===== config.mk =====
export PLATFORM = sky130hd
export DESIGN_NAME = dm_port_arbiter
export DESIGN_NICKNAME = d
export VERILOG_FILES = /design/src/rtl/dm_arb_pkg.sv /design/src/rtl/dm_req_mux.sv /design/src/rtl/dm_port_arbiter.sv
export SDC_FILE = /design/constraint.sdc
export NUM_CORES = 1
export LEC_CHECK = 0
export ABC_AREA = 1
export ABC_CLOCK_PERIOD_IN_PS = 2000
export CAP_MARGIN = 20
export CORE_AREA = 2 2 111 113
export DETAILED_ROUTE_END_ITERATION = 10
export DIE_AREA = 0 0 113 115
export MAX_ROUTING_LAYER = met4
export SYNTH_ARGS = -nofsm -noshare
export SYNTH_HDL_FRONTEND = slang
export SYNTH_SLANG_ARGS = --single-unit
export TNS_END_PERCENT = 100

===== constraint.sdc =====
create_clock -name clk -period 2 [get_ports clk]
set_clock_uncertainty 0.05 [all_clocks]
set_input_delay 0.2 -clock clk [delete_from_list [all_inputs] [get_ports clk]]
set_output_delay 0.2 -clock clk [all_outputs]
set_load 0.05 [all_outputs]

===== src/rtl/dm_arb_pkg.sv =====
// -----------------------------------------------------------------------------
// dm_arb_pkg
// Shared types and constants for the data-memory port arbiter:
//   - arb_state_e : arbiter FSM encoding (ARB / LOCK0 / LOCK1)
//   - REQ_CPU/DBG : requester indices into the one-hot grant vector
//   - dm_req_t    : the request bundle forwarded to the MMU
//   - MMU_IDLE_REQ: value driven to the MMU when nothing is granted
// -----------------------------------------------------------------------------
package dm_arb_pkg;

  typedef enum logic [1:0] {
    ARB   = 2'd0,
    LOCK0 = 2'd1,
    LOCK1 = 2'd2
  } arb_state_e;

  localparam int REQ_CPU = 0;  // load/store unit
  localparam int REQ_DBG = 1;  // debug / DMA master

  typedef struct packed {
    logic [31:0] addr;
    logic [31:0] di;
    logic [3:0]  be;
    logic        we;
    logic        sgn;
  } dm_req_t;

  // An idle MMU cycle: no byte enables, no write, zero address/data.
  localparam dm_req_t MMU_IDLE_REQ = '0;

endpackage


===== src/rtl/dm_req_mux.sv =====
// -----------------------------------------------------------------------------
// dm_req_mux
// Combinational 2:1 selector of the MMU request bundle, steered by the
// one-hot grant. With no grant the MMU sees the idle request (all zero).
//   i_gnt  : one-hot grant, bit REQ_CPU / REQ_DBG
//   i_req0 : requester 0 bundle
//   i_req1 : requester 1 bundle
//   o_req  : bundle presented to the MMU
// -----------------------------------------------------------------------------
module dm_req_mux
  import dm_arb_pkg::*;
(
  input  logic [1:0] i_gnt,
  input  dm_req_t    i_req0,
  input  dm_req_t    i_req1,
  output dm_req_t    o_req
);

  always_comb begin
    // NOTE: default assigned first so every path drives o_req; no latch.
    o_req = MMU_IDLE_REQ;
    if (i_gnt[REQ_CPU]) begin
      o_req = i_req0;
    end else if (i_gnt[REQ_DBG]) begin
      o_req = i_req1;
    end
  end

endmodule


===== src/rtl/dm_port_arbiter.sv =====
// -----------------------------------------------------------------------------
// dm_port_arbiter
// Shares the MMU data-memory port between the CPU load/store unit (req 0)
// and a debug/DMA master (req 1). Grants are combinational (zero latency),
// read ownership is registered across the MMU's one-clock latency, and a
// bus lock with timeout plus a starvation guard for requester 1 are provided.
// Ports:
//   clk, resetb                      : clock, async active-low reset
//   reqN/weN/addrN/wdataN/beN/sgnN   : requester N access
//   lockN                            : hold the port after this grant
//   gntN                             : accepted this cycle (combinational)
//   rvalidN, rdata                   : read return (rdata shared)
//   lock_err                         : pulse on forced lock release
//   mmu_dm_*, mmu_is_signed          : request to the MMU
//   mmu_dm_do                        : read data from the MMU
// -----------------------------------------------------------------------------
module dm_port_arbiter
  import dm_arb_pkg::*;
#(
  parameter int STARVE_LIMIT = 4,
  parameter int LOCK_MAX     = 16
) (
  input  logic        clk,
  input  logic        resetb,
  input  logic        req0,
  input  logic        req1,
  input  logic        we0,
  input  logic        we1,
  input  logic [31:0] addr0,
  input  logic [31:0] addr1,
  input  logic [31:0] wdata0,
  input  logic [31:0] wdata1,
  input  logic [3:0]  be0,
  input  logic [3:0]  be1,
  input  logic        sgn0,
  input  logic        sgn1,
  input  logic        lock0,
  input  logic        lock1,
  output logic        gnt0,
  output logic        gnt1,
  output logic        rvalid0,
  output logic        rvalid1,
  output logic [31:0] rdata,
  output logic        lock_err,
  output logic [31:0] mmu_dm_addr,
  output logic [31:0] mmu_dm_di,
  output logic [3:0]  mmu_dm_be,
  output logic        mmu_dm_we,
  output logic        mmu_is_signed,
  input  logic [31:0] mmu_dm_do
);

  localparam logic [3:0] STARVE_MAX = 4'(STARVE_LIMIT);
  localparam logic [7:0] LOCK_LAST  = 8'(LOCK_MAX - 1);

  arb_state_e  r_state;
  arb_state_e  w_state_nxt;
  logic [3:0]  r_starve_cnt;
  logic [7:0]  r_lock_cnt;
  logic [1:0]  r_rd_owner;
  logic [1:0]  w_gnt_raw;
  logic [1:0]  w_gnt;
  logic        w_lock_err;
  logic        w_starved;
  logic        w_timeout;
  dm_req_t     w_req0;
  dm_req_t     w_req1;
  dm_req_t     w_mmu_req;

  assign w_starved = (r_starve_cnt == STARVE_MAX);
  assign w_timeout = (r_lock_cnt == LOCK_LAST);

  always_comb begin
    w_gnt_raw   = 2'b00;
    w_state_nxt = r_state;
    w_lock_err  = 1'b0;
    unique case (r_state)
      ARB: begin
        if (req1 && w_starved)  w_gnt_raw[REQ_DBG] = 1'b1;
        else if (req0)          w_gnt_raw[REQ_CPU] = 1'b1;
        else if (req1)          w_gnt_raw[REQ_DBG] = 1'b1;
        if (w_gnt_raw[REQ_CPU] && lock0)      w_state_nxt = LOCK0;
        else if (w_gnt_raw[REQ_DBG] && lock1) w_state_nxt = LOCK1;
      end
      LOCK0: begin
        w_gnt_raw[REQ_CPU] = req0;
        if (!lock0 || w_timeout) w_state_nxt = ARB;
        // Only a timeout with the lock still requested is an error.
        w_lock_err = lock0 && w_timeout;
      end
      LOCK1: begin
        w_gnt_raw[REQ_DBG] = req1;
        if (!lock1 || w_timeout) w_state_nxt = ARB;
        w_lock_err = lock1 && w_timeout;
      end
      default: w_state_nxt = ARB;
    endcase
  end

  // Grants are combinational, so they must also be masked while in reset.
  assign w_gnt = w_gnt_raw & {2{resetb}};

  always_ff @(posedge clk or negedge resetb) begin
    if (!resetb) begin
      r_state      <= ARB;
      r_starve_cnt <= '0;
      r_lock_cnt   <= '0;
      r_rd_owner   <= '0;
    end else begin
      // NOTE: non-blocking assignments so every register samples pre-edge values.
      r_state <= w_state_nxt;
      if (w_gnt[REQ_DBG]) begin
        r_starve_cnt <= '0;
      end else if (req1 && !w_starved) begin
        r_starve_cnt <= r_starve_cnt + 4'd1;
      end
      // Cleared on any state change (entry and exit); counts while locked.
      if (w_state_nxt != r_state) begin
        r_lock_cnt <= '0;
      end else if (r_state != ARB) begin
        r_lock_cnt <= r_lock_cnt + 8'd1;
      end
      r_rd_owner <= {w_gnt[REQ_DBG] & ~we1, w_gnt[REQ_CPU] & ~we0};
    end
  end

  assign w_req0 = '{addr: addr0, di: wdata0, be: be0, we: we0, sgn: sgn0};
  assign w_req1 = '{addr: addr1, di: wdata1, be: be1, we: we1, sgn: sgn1};

  dm_req_mux u_req_mux (
    .i_gnt  (w_gnt),
    .i_req0 (w_req0),
    .i_req1 (w_req1),
    .o_req  (w_mmu_req)
  );

  assign gnt0          = w_gnt[REQ_CPU];
  assign gnt1          = w_gnt[REQ_DBG];
  assign rvalid0       = r_rd_owner[REQ_CPU];
  assign rvalid1       = r_rd_owner[REQ_DBG];
  assign rdata         = (|r_rd_owner) ? mmu_dm_do : 32'd0;
  assign lock_err      = w_lock_err;
  assign mmu_dm_addr   = w_mmu_req.addr;
  assign mmu_dm_di     = w_mmu_req.di;
  assign mmu_dm_be     = w_mmu_req.be;
  assign mmu_dm_we     = w_mmu_req.we;
  assign mmu_is_signed = w_mmu_req.sgn;

endmodule


==> impl_metrics.ini <==
[synthesis]
syn_inst = 420
avgSynthCellArea_um2 = 5.36
ys_types = 24
synthTopCellsByArea = nand2_1, dfrtp_1, nand3_1
ys_ff_latch = 16
async_flop_share = 1.00
syn_area_mm2 = 0.00225
synth_enable_flop_cells = 0
ys_seq_area_frac = 0.178
synth_warnings = 0
synth_common_cells = nand2_1, nand3_1, nor2_1
synth_top_area_cell = nand2_1
synth.most_common_cell = nand2_1
synth_top_area_share = 0.275
dominantRegCellSynth = dfrtp_1
syn_nets = 605

[floorplanning]
dieWidth_um = 113
placementRows = 40
die_y_um = 115
initial_core_util = 0.191
die_area_mm2 = 0.0130
coreArea_mm2 = 0.0118
io_pins = 285

[clock_tree]
clockBufferDepth = 2
cts-root-buf = clkbuf_16
cts_made_buffers = 3
h-tree-depth = 1
insertion_delay_ns = 0.25
cts.clk_slew.worst_paths_ns = 0.05
clkSinkCount = 16
cts_tree = done
hold_buffers = 0

[timing]
rsz0062_at_grt = true
drv_slew = 0
finalHoldViolations = 0
finalCriticalPeriod_ns = 2.23
setup_viol = 71
relSlewSlack = 0.663
max_freq_ghz = 0.448
setup_slack_ns = -0.234
hold_slack_ns = 0.388
worstMarginPinSlew_ns = 0.505
fin_crit_sh = 1.12

[power_and_ir_drop]
leakage_nw = 3.03
power.share.clock = 0.083
power_frac_comb = 0.829
p_sw_frac = 0.494
cellPowerDensity_mw_per_mm2 = 799
seqPwrFrac = 0.087
ir_worst_vdd_mv = 0.405
p_sw_mw = 2.59
p_int_mw = 2.66

[place]
hpwl_mm = 10.9
portBuffers = 284
preCtsSetupSlack_ns = -0.0282
place_inst = 848
routabilityCongestion = 0.890

[global_routing]
grt_pass1_wl_mm = 19.5
track_usage = 0.197
antenna_found_initial = 1
grt_pass1_vias = 3747
grt_max_degree = 33
grt-ovfl-total = 0

[detailed_routing]
routed_wl_mm = 13.3
antenna_left = 0
vias = 3756
drc_errors = 18
avgViaCountPerCell = 4.37
wl_per_cell_um = 15.4
drt_iter0_drc = 109
drt-pass1-iter-count = 7

[run_status]
status = finished, violations left
violations = design-rule violations, negative setup slack

[hold_path]
hp-class = in2async

[finish]
area.growth.synth_to_final_pct = 192
fillerInstances = 1073
stdcell_count = 859
final_nets = 897
layout-drive-gt1-share = 0.387

[critical_path]
critPathArrivalTime_ns = 1.98
crit_type = reg2out
required_ns = 1.75
crit_path_end_kind = output port
path_max_fanout = 30
start_kind = flip-flop

[flow_run]
maxCapViolations = 0
logic make-up after synthesis:
| group | synth area share |
|---|---|
| xor+xnor | 0.0272 |
| mux | 0.00444 |
| flops | 0.178 |
| buf+inv | 0.159 |
| compound gates | 0.0261 |
| simple gates | 0.566 |
| fa+ha+maj | 0.0389 |
per-layer routing:
| metal | up-vias | GRT usage | share of wire |
|---|---|---|---|
| li1 | 1877 | - | - |
| met2 | 180 | 0.374 | 0.55 |
| met1 | 1685 | 0.202 | 0.34 |
| met5 | - | - | 0 |
| met4 | 0 | 0.0350 | 0.017 |
| met3 | 14 | 0.0585 | 0.099 |
power by group through the flow:
| stage | sequential (mW) | combinational (mW) | clock [mW] |
|---|---|---|---|
| after floorplan | 0.471 | 2.14 | 0 |
| final | 0.458 | 4.35 | 0.438 |
| after CTS | 0.457 | 4.40 | 0.448 |
| after global placement | 0.452 | 4.12 | 0 |
| after global routing | 0.465 | 4.60 | 0.468 |
| after detailed placement | 0.456 | 4.15 | 0 |
final cells by class:
type	instances	area [µm²]	share of cell area
diodes	1	2.50	0.000381
clock buffers	4	88.8	0.0135
inverters	51	204	0.0310
multi-input cells	328	1850	0.282
flip-flops and latches	16	400	0.0609
well taps	147	184	0.0280
repair buffers	312	3840	0.584
critical path, stage by stage, from the launching register on:
cell and delay (ns):
dfrtp_1 0.40, inv_2 0.09, ha_4 0.14, nand4_1 0.13, a21o_1 0.23, nand3_4 0.16
inv_8 0.07, buf_16 0.17, nand2_1 0.12, nand2_2 0.08, buf_12 0.15
cell usage in the layout (no fill, tap or decap):
cell type and n:
mux2i_1 1, inv_8 1, ha_4 1, nor2_1 51, buf_6 4, clkbuf_16 3, o21ai_0 3, nand3_4 1
buf_4 47, a21o_1 1, diode_2 1, nor3b_2 1, nand4_1 2, o211ai_1 1, o21bai_1 1, buf_16 1
inv_2 4, a31oi_1 1, nor2_2 1, nand2_1 51, a21oi_2 1, clkinv_4 1, nor3_1 2, xor2_1 6
clkdlybuf4s50_1 179, ha_2 1, buf_12 81, ha_1 5, nand3_1 68, nand3_2 12, dfrtp_1 16, a21oi_1 2
xnor2_1 1, clkbuf_8 1, inv_1 45, nand2_2 114
metrics by stage:
stage	TNS (ns)	power (mW)	area [µm²]	utilization
floorplan	-0.0313	2.61	2430	-
detailed placement	-0.0610	4.61	6200	0.525
finish	-13.31	5.25	6570	0.556
global route	-18.81	5.53	6570	0.556
CTS	-13.42	5.30	6530	0.553
global placement	-0.0578	4.57	6200	0.525
registers in the layout, indices dropped and copies added, names as in the netlist:
register      flops
r_lock_cnt        8
r_starve_cnt      4
r_rd_owner        2
r_state           2
final timing paths:
kind / slack (ns) / startpoint / depth (start not counted) / to
min in group clk: 0.48 / we0 / 2 / r_rd_owner[0]
worst max-delay path: -0.23 / r_starve_cnt[0] / 10 / mmu_dm_di[2]
worst min register to register: 0.51 / r_starve_cnt[3] / 2 / r_starve_cnt[3]
max in group asynchronous: 1.36 / resetb / 2 / r_lock_cnt[0]
worst min-delay path: 0.39 / resetb / 2 / r_state[0]
worst max register to register: 0.14 / r_state[0] / 9 / r_lock_cnt[7]
repair_timing:
action	CTS	global route
resized for setup	38	36
setup endpoints to repair	71	72
cloned	2	0
pin swaps	4	2
setup buffers	6	1
Note: power is estimated with default switching activity, not from simulation.
